File: config.mk
export PLATFORM = sky130hd
export DESIGN_NAME = onehot_rr_arbiter
export DESIGN_NICKNAME = d
export VERILOG_FILES = /design/src/rtl/arb_pkg.sv /design/src/rtl/threexeight_decoder.sv /design/src/rtl/onehot_rr_arbiter.sv
export SDC_FILE = /design/constraint.sdc
export NUM_CORES = 1
export LEC_CHECK = 0
export CORE_MARGIN = 2
export CORE_UTILIZATION = 54
export CTS_CLUSTER_DIAMETER = 100
export DETAILED_ROUTE_END_ITERATION = 12
export PLACE_DENSITY = 0.79
export SETUP_SLACK_MARGIN = 0.5
export SLEW_MARGIN = 25
export SYNTH_ARGS = -nofsm -noshare
export SYNTH_HDL_FRONTEND = slang
export SYNTH_SLANG_ARGS = --single-unit
export TNS_END_PERCENT = 100
File: constraint.sdc
create_clock -name clk -period 3.7 [get_ports clk]
set_clock_uncertainty 0.1 [all_clocks]
set_input_delay 0.555 -clock clk [delete_from_list [all_inputs] [get_ports clk]]
set_output_delay 0.555 -clock clk [all_outputs]
set_load 0.005 [all_outputs]
File: src/rtl/arb_pkg.sv
// Shared types, widths and the rotating priority search for the round-robin arbiter.
package arb_pkg;

    localparam int unsigned NUM_REQ = 8;
    localparam int unsigned IDX_W   = 3;
    localparam int unsigned HOLD_W  = 8;

    typedef enum logic [1:0] {
        ST_IDLE    = 2'd0,
        ST_GRANT   = 2'd1,
        ST_RELEASE = 2'd2
    } arb_state_e;

    // Rotate req so ptr sits at bit 0, find the lowest set bit, then add ptr back (mod NUM_REQ).
    function automatic logic [IDX_W-1:0] rr_pick(input logic [NUM_REQ-1:0] req,
                                                 input logic [IDX_W-1:0]   ptr);
        logic [2*NUM_REQ-1:0] dbl;
        logic [NUM_REQ-1:0]   rot;
        logic [IDX_W-1:0]     off;
        dbl = {req, req};
        rot = NUM_REQ'(dbl >> ptr);
        off = '0;
        for (int i = NUM_REQ - 1; i >= 0; i--) begin
            if (rot[i]) off = IDX_W'(i);
        end
        return IDX_W'(off + ptr);
    endfunction

endpackage

File: src/rtl/threexeight_decoder.sv
// 3-to-8 one-hot decoder with an enable; all-zero output when disabled.
module threexeight_decoder (
    input  logic [2:0] idx,
    input  logic       en,
    output logic [7:0] onehot
);

    always_comb begin
        onehot = '0;
        if (en) onehot[idx] = 1'b1;
    end

endmodule

File: src/rtl/onehot_rr_arbiter.sv
// Eight-way round-robin arbiter with bounded tenure (MAX_HOLD cycles) and a
// mandatory RELEASE + IDLE gap between tenures. All outputs come straight from flops.
module onehot_rr_arbiter
    import arb_pkg::*;
#(
    parameter int unsigned MAX_HOLD = 16
) (
    input  logic       clk,
    input  logic       rst,
    input  logic [7:0] req,
    output logic [7:0] grant,
    output logic [2:0] grant_idx,
    output logic       grant_valid,
    output logic       forced_release
);

    localparam logic [HOLD_W-1:0] HOLD_LAST = HOLD_W'(MAX_HOLD - 1);

    if (MAX_HOLD < 2 || MAX_HOLD > 256) begin : g_bad_hold
        $error("onehot_rr_arbiter: MAX_HOLD must be in 2..256");
    end

    arb_state_e          state_q,        state_d;
    logic [IDX_W-1:0]    ptr_q,          ptr_d;
    logic [IDX_W-1:0]    grant_idx_q,    grant_idx_d;
    logic [HOLD_W-1:0]   hold_cnt_q,     hold_cnt_d;
    logic [NUM_REQ-1:0]  grant_q,        grant_d;
    logic                grant_valid_q,  grant_valid_d;
    logic                forced_q,       forced_d;
    logic                grant_en_d;
    logic [NUM_REQ-1:0]  grant_dec;

    // Decode the next-cycle index so the grant vector itself can be registered.
    threexeight_decoder u_dec (
        .idx    (grant_idx_d),
        .en     (grant_en_d),
        .onehot (grant_dec)
    );

    always_comb begin
        state_d     = state_q;
        ptr_d       = ptr_q;
        grant_idx_d = grant_idx_q;
        hold_cnt_d  = hold_cnt_q;
        forced_d    = 1'b0;

        case (state_q)
            ST_IDLE: begin
                if (|req) begin
                    grant_idx_d = rr_pick(req, ptr_q);
                    hold_cnt_d  = '0;
                    state_d     = ST_GRANT;
                end
            end
            ST_GRANT: begin
                hold_cnt_d = hold_cnt_q + HOLD_W'(1);
                // A dropped request wins over expiry, so no forced pulse in that case.
                if (!req[grant_idx_q]) begin
                    state_d = ST_RELEASE;
                end else if (hold_cnt_q == HOLD_LAST) begin
                    state_d  = ST_RELEASE;
                    forced_d = 1'b1;
                end
            end
            ST_RELEASE: begin
                ptr_d   = grant_idx_q + IDX_W'(1);
                state_d = ST_IDLE;
            end
            default: begin
                state_d = ST_IDLE;
            end
        endcase

        grant_en_d    = (state_d == ST_GRANT);
        grant_valid_d = grant_en_d;
        grant_d       = grant_dec;
    end

    always_ff @(posedge clk) begin
        if (rst) begin
            state_q       <= ST_IDLE;
            ptr_q         <= '0;
            grant_idx_q   <= '0;
            hold_cnt_q    <= '0;
            grant_q       <= '0;
            grant_valid_q <= 1'b0;
            forced_q      <= 1'b0;
        end else begin
            state_q       <= state_d;
            ptr_q         <= ptr_d;
            grant_idx_q   <= grant_idx_d;
            hold_cnt_q    <= hold_cnt_d;
            grant_q       <= grant_d;
            grant_valid_q <= grant_valid_d;
            forced_q      <= forced_d;
        end
    end

    assign grant          = grant_q;
    assign grant_idx      = grant_idx_q;
    assign grant_valid    = grant_valid_q;
    assign forced_release = forced_q;

endmodule

==> key figures, run 1 <==
Outcome
  • Status: completed

Global routing
  • GRT Total Usage: 0.300
  • First-pass GRT wire length: 7700 um
  • Overflow after GRT: 0
  • Largest net degree at the start of global routing: 20
  • Initial antenna violation count: 0
  • Vias in the first global route: 1,675

Yosys
  • YS warnings: 0
  • Synth Instances: 192
  • Post-synthesis area per instance: 8.22 sq um
  • Synth top area cells: dfxtp_1 (33%), nor2_1 (7.9%), mux2i_1 (7.0%), nand3_1 (4.8%), a21oi_1 (3.8%)
  • Most area-hungry cell type in the Yosys netlist: dfxtp_1
  • Synth cell types: 44
  • Post-synth top area share: 0.330
  • Post-Syn Area: 0.00158 sq mm
  • Async SR Flop Fraction: 0
  • Number of synthesized flops with an enable pin: 0
  • Net count after synthesis: 206
  • Yosys reg bits: 26
  • Post-synth top flop: dfxtp_1
  • Seq/Total Area, Yosys: 0.330

Detailed routing
  • Via density: 6.39
  • Post-Route WL: 5030 um
  • DR WL/cell: 18.2 um
  • Iter 0 DRT Violations: 124
  • DRC Markers: 0
  • Vias: 1,765
  • Post-route ant nets: 0
  • Drt first pass iters: 5

Placement
  • GPL Wtd Cong: 0.885
  • Placed cells: 255
  • Worst slack, placed: -0.260 ns
  • Post-DP HPWL: 3070 um
  • Number of port buffers: 22

Layout
  • Final net count: 260
  • Core Util, Final: 0.834
  • P&R area growth vs syn: 45.8%
  • Most frequent cells in the layout: nor2_1 (32), buf_4 (32), dfxtp_1 (24), nand3_1 (15)
  • Share of post-route cells with drive strength above 1: 0.318
  • Antenna diodes: 0
  • Finished Layout Cells: 276

Setup path
  • Largest stage delay, worst path: 0.54 ns
  • FF-to-FF Start: ptr_q[0]
  • Critical Path Source: ptr_q[0]
  • CP max FO: 6
  • WP data required: 3.83 ns
  • Reg2Reg Setup Slack: 0.34 ns
  • Worst setup path end: grant[2]
  • Startpoint types: register
  • Critical path type: reg -> reg
  • Crit path max-delay cell type: fa_2
  • Critical path cell sequence: buf_12, mux2i_4, and3_4, a31oi_4, nand2b_1, a311oi_2, a21oi_1, a311oi_1, ha_2, inv_2, fa_2, nor2_4, a21oi_4, and2b_2, nand2_2, nor2_1
  • Crit path DAT: 3.49 ns
  • Worst r2r path cells: 16
  • Worst Setup End Kind: register
  • R2R Path End: grant[2]

STA
  • Final Hold Vio Count: 0
  • Worst-Margin Slew: 0.818 ns
  • Worst hold margin: 0.398 ns
  • Final WS setup: 0.339 ns
  • FMAX: 298 MHz
  • Slew headroom: 0.455
  • Setup violations, final: 0
  • Post-layout min period: 3.36 ns
  • RSZ-0062 raised after global routing: yes
  • Crit share post-route: 0.908
  • Final Max Tran Viols: 0

Die
  • Row Count: 19
  • Die Wd: 58.1 um
  • Area of the core: 0.00276 sq mm
  • Die area: 0.00337 sq mm
  • IO Pins: 23
  • Initial Utilization: 0.572
  • Die H: 58.1 um

Clock tree
  • Clock sink total: 26
  • Clock Latency Late Sink: 0.33 ns
  • # H-tree levels: 1
  • Clk root buf: clkbuf_4
  • Cts hold-fix bufs: 0
  • Bufs on Longest Clock Path: 2
  • CTS tree: done
  • Clock slew at reported path FFs: 0.14 ns
  • Num CTS Buffers: 3

Pwr
  • Peak VDD IR: 0.503 mV
  • Total leakage power: 0.913 nW
  • Final Total Pwr: 0.000984 W
  • Pwr per Cell Area: 428 mW/mm^2

Worst hold path
  • Hold WC Path Type: reg -> reg

Flow run
  • Max cap viols: 0
-- sequential cells by signal (all words and copies together), names as in the netlist --
register and count:
state_q 2, grant_valid 1, grant 8, hold_cnt_q 8, ptr_q 3, grant_idx 3, forced_release 1
-- kinds of logic after synthesis --
group / after synthesis / share of synthesized area
buf+inv: 11 / 0.0333
xor+xnor: 2 / 0.0111
flops: 26 / 0.330
fa+ha+maj: 4 / 0.0365
simple gates: 94 / 0.293
compound gates: 39 / 0.172
mux: 16 / 0.125
-- worst max-delay path, delay by kind of cell (launching register included) --
kind | cells | cell delay (ns)
buf+inv | 2 | 0.18
compound gates | 5 | 0.90
simple gates | 6 | 0.70
fa+ha+maj | 2 | 0.79
mux | 1 | 0.18
flops | 1 | 0.41
-- synthesized netlist by cell type (4+ instances only) --
master     n
clkbuf_1   4
a21oi_1   12
a21o_1     4
nor2b_1    6
nor2_1    33
o21ai_0    4
nor3_1     4
nand2_1   16
nand4_1    4
nand3_1   15
dfxtp_1   26
a311oi_1   4
mux2i_1   11
-- power by group --
| group | total [W] | internal (W) | switching (W) | leakage [nW] |
|---|---|---|---|---|
| Combinational | 0.000433 | 0.000214 | 0.000219 | 0.672 |
| Sequential | 0.000353 | 0.000314 | 0.0000392 | 0.213 |
| Clock | 0.000198 | 0.000110 | 0.0000880 | 0.0279 |
-- metrics by stage --
stage	setup TNS, ns	cell area, sq um
after floorplan	0	1580
final	0	2300
after global routing	0	2300
after global placement	-0.693	1930
after detailed placement	-1.84	1930
after CTS	0	2220
-- how the worst min path moves through the flow --
stage	startpoint	end	cells after the start
6_report	hold_cnt_q[1]	hold_cnt_q[1]	2
4_1_cts	hold_cnt_q[1]	hold_cnt_q[1]	2
3_5_place_dp	hold_cnt_q[1]	hold_cnt_q[1]	2
2_1_floorplan	hold_cnt_q[1]	hold_cnt_q[1]	2
3_3_place_gp	hold_cnt_q[1]	hold_cnt_q[1]	2
5_1_grt	hold_cnt_q[1]	hold_cnt_q[1]	2
-- cell type report --
class                      count  area, sq um
tap                           31         38.8
inverter                       3         18.8
clock inverter                 1         30.0
fill                         155          457
timing repair buffer          57          508
clock buffer                   3         22.5
multi-input combinational    155         1160
sequential                    26          526
-- metal layers --
metal  track usage  wire [um]  vias up
li1              -          -      811
met1         0.373       2020      836
met5             0          0        -
met3        0.0871        441       21
met2         0.489       2450       97
met4         0.120        117        0
-- repair_timing --
| item | in CTS | in global routing |
|---|---|---|
| resized for setup | 41 | 13 |
| endpoints found under the setup margin | 10 | 9 |
| buffers inserted | 15 | 2 |
| pin swaps | 10 | 7 |
Power figures use the tool's default switching activity.
==> run 2, diff against run 1 <==
- ABC_CLOCK_PERIOD_IN_PS: unset -> 3700
- CELL_PAD_IN_SITES_DETAIL_PLACEMENT: unset -> 0
- CELL_PAD_IN_SITES_GLOBAL_PLACEMENT: unset -> 1
- CORE_UTILIZATION: 54 -> 40
- PLACE_DENSITY: 0.79 -> unset
- PLACE_DENSITY_LB_ADDON: unset -> 0.1
==> run 2 against run 1 <==
- first-iteration DRC count decreased by 24%
- via count decreased by 6.1%
- clock power increased by 16%
- worst hold slack got worse by 0.0053 ns
- die area increased by 32%
- clock-buffer cell count unchanged
- register-to-register slack improved by 0.13 ns
- cell count increased by 5.8%
- sequential share of layout area decreased by 0.062 points
- utilization decreased by 21 points
- final area increased by 0.27%
- power decreased by 0.12%
- critical path type is now in -> reg
- critical endpoint unchanged
==> key figures, run 2 (synthesized netlist as in run 1, its figures left out) <==
Global routing
  • Vias in the first global route: 1,610 (-3.9%)
  • Largest net degree at the start of global routing: 20 (unchanged)
  • First-pass GRT wire length: 7530 um (-2.2%)
  • Initial antenna violation count: 0 (unchanged)
  • Overflow after GRT: 0 (unchanged)
  • GRT Total Usage: 0.219 (-0.0803)

Placement
  • Number of port buffers: 22 (unchanged)
  • Post-DP HPWL: 3090 um (+0.76%)
  • Worst slack, placed: -0.244 ns (+0.0161 ns)
  • DP Area: 0.00197 sq mm (+1.9%)
  • GPL Wtd Cong: 0.856 (-3.3%)

Pwr
  • NetSw: 0.000321 W (-7.2%)
  • Clock network power share: 0.234 (+0.033)
  • Final Total Pwr: 0.000982 W (-0.12%)
  • Sw frac: 0.327 (-0.0250)
  • Comb power frac: 0.410 (-0.030)
  • Pwr per Cell Area: 426 mW/mm^2 (-0.39%)
  • Part of the power in registers: 0.357 (-0.002)
  • Total internal power: 0.000661 W (+3.7%)
  • Total leakage power: 0.920 nW (+0.82%)
  • Peak VDD IR: 0.318 mV (-37%)

Setup path
  • Critical path type: in -> reg
  • Crit path DAT: 3.30 ns (-0.19 ns)
  • Worst r2r path cells: 15 (-1)
  • Largest stage delay, worst path: 0.52 ns (-0.02 ns)
  • R2R Path End: grant[2]
  • Reg2Reg Setup Slack: 0.47 ns (+0.13 ns)
  • Crit path max-delay cell type: fa_2
  • CP max FO: 3 (-3)
  • Crit-path most repeated cell: mux2i_1
  • Worst Setup End Kind: register
  • Buf/Inv on CP: 3 (+1)
  • Critical path cell sequence: clkdlybuf4s15_2, mux2i_1, buf_4, mux2i_1, a211oi_2, a311oi_2, a21oi_1, a311oi_1, ha_2, inv_2, fa_2, nor2_2, a21oi_2, and2b_2, nand2_2, nor2_1
  • Cell family with most CP delay: compound AO/OA/AOI/OAI gates
  • Startpoint types: primary input
  • WP data required: 3.75 ns (-0.08 ns)
  • FF-to-FF Start: ptr_q[0]

STA
  • Setup violations, final: 0 (unchanged)
  • Crit share post-route: 0.879 (-0.0298)
  • FMAX: 308 MHz (+3.4%)
  • RSZ-0062 raised after global routing: yes
  • Slew headroom: 0.531 (+0.0762)
  • Worst-Margin Slew: 0.703 ns (-0.114 ns)
  • Post-layout min period: 3.25 ns (-0.110 ns)
  • Final WS setup: 0.449 ns (+0.110 ns)
  • Final Hold Vio Count: 0 (unchanged)
  • Final Max Tran Viols: 0 (unchanged)

Outcome
  • Status: completed

Worst hold path
  • Min-delay src: hold_cnt_q[1]
  • Hold Path Sink: hold_cnt_q[1]
  • Hold Path Depth: 2 (unchanged)
  • Hold WC Path Type: reg -> reg

Detailed routing
  • Drt first pass iters: 4 (-1)
  • Iter 0 DRT Violations: 94 (-24%)
  • Via density: 5.68 (-11%)
  • DRC Markers: 0 (unchanged)
  • DR WL/cell: 15.1 um (-17%)
  • Post-Route WL: 4420 um (-12%)
  • Vias: 1,658 (-6.1%)
  • Post-route ant nets: 0 (unchanged)

Clock tree
  • Clock slew at reported path FFs: 0.09 ns (-0.05 ns)
  • Clock sink total: 26 (unchanged)
  • Clk root buf: clkbuf_8
  • Num CTS Buffers: 3 (unchanged)
  • CTS tree: done
  • Bufs on Longest Clock Path: 2 (unchanged)
  • # H-tree levels: 1 (unchanged)
  • Cts hold-fix bufs: 0 (unchanged)
  • Clock Latency Late Sink: 0.27 ns (-0.06 ns)

Die
  • Die area: 0.00446 sq mm (+32%)
  • IO Pins: 23 (unchanged)
  • Initial Utilization: 0.425 (-0.148)
  • Die H: 66.8 um (+15%)
  • Die Wd: 66.8 um (+15%)
  • Area of the core: 0.00372 sq mm (+35%)
  • Row Count: 22 (+3)

Layout
  • P&R area growth vs syn: 46.2%
  • Share of post-route cells with drive strength above 1: 0.324 (+0.00540)
  • Antenna diodes: 0 (unchanged)
  • Most frequent cells in the layout: nor2_1 (32), buf_4 (30), dfxtp_1 (24), nand3_1 (15)
  • Most common library cell in the layout ignoring fill and taps: nor2_1
  • Design area: 0.00231 sq mm (+0.27%)
  • Core Util, Final: 0.621 (-0.214)
  • Final net count: 259 (-0.38%)

Flow run
  • Max cap viols: 0 (unchanged)
==> run 2: cell types whose count changed in the layout (fill, tap and decap cells not counted), sizes merged <==
cell           delta
clkinvlp          -1
dlygate4sd2       -3
clkinv            +1
clkdlybuf4s15     +1
buf               +1
==> run 2: what timing repair did <==
action | 4_1_cts | 5_1_grt
endpoints found under the setup margin | 10 | 9
pin swaps | 11 | 4
buffers inserted | 13 | 1
gates resized for setup | 60 | 6
cloned | 0 | 0
==> run 2: power groups by stage <==
| stage | clock, W | sequential [W] | combinational (W) |
|---|---|---|---|
| after floorplan | 0 | 0.000344 | 0.000210 |
| after global placement | 0 | 0.000354 | 0.000323 |
| after detailed placement | 0 | 0.000355 | 0.000326 |
| after CTS | 0.000236 | 0.000350 | 0.000390 |
| after global routing | 0.000250 | 0.000355 | 0.000442 |
| final | 0.000229 | 0.000351 | 0.000403 |
==> run 2: area by class of cell <==
type	instances	area (sq um)
Inverter	3	15.0
Fill cell	332	1410
Clock inverter	1	30.0
Clock buffer	3	41.3
Timing Repair Buffer	56	487
Multi-Input combinational cell	155	1150
Tap cell	48	60.1
Sequential cell	26	526
==> run 2: tightest hold or removal path, cell delays in order, from the launching register on <==
cell     delay (ns)
dfxtp_1        0.33
nand3_1        0.06
a21oi_1        0.06
==> run 2: per-stage QoR <==
stage / hold WS [ns] / cells / TNS [ns]
after floorplan: 0.360 / 192 / 0
after CTS: 0.392 / 291 / 0
final: 0.393 / 292 / 0
after global routing: 0.431 / 292 / 0
after global placement: 0.369 / 274 / -1.51
after detailed placement: 0.379 / 274 / -1.83
==> run 2: routing by layer <==
layer / global-route usage / wire, um / part of all wire / vias up
met5: 0 / 0 / 0 / -
met4: 0.0204 / 14 / 0.0032 / 0
met3: 0.0405 / 241 / 0.055 / 2
met2: 0.369 / 2110 / 0.48 / 52
met1: 0.303 / 2050 / 0.47 / 801
li1: - / - / - / 803
==> run 2: how the worst max path moves through the flow <==
stage               startpoint  endpoint  slack [ns]  depth (start not counted)
floorplan               req[6]  grant[0]        0.59                         14
CTS                   ptr_q[0]  grant[2]        0.45                         16
global route            req[1]  grant[2]        0.32                         16
finish                  req[1]  grant[2]        0.45                         16
detailed placement      req[6]  grant[0]       -0.24                         15
global placement        req[6]  grant[2]       -0.19                         16
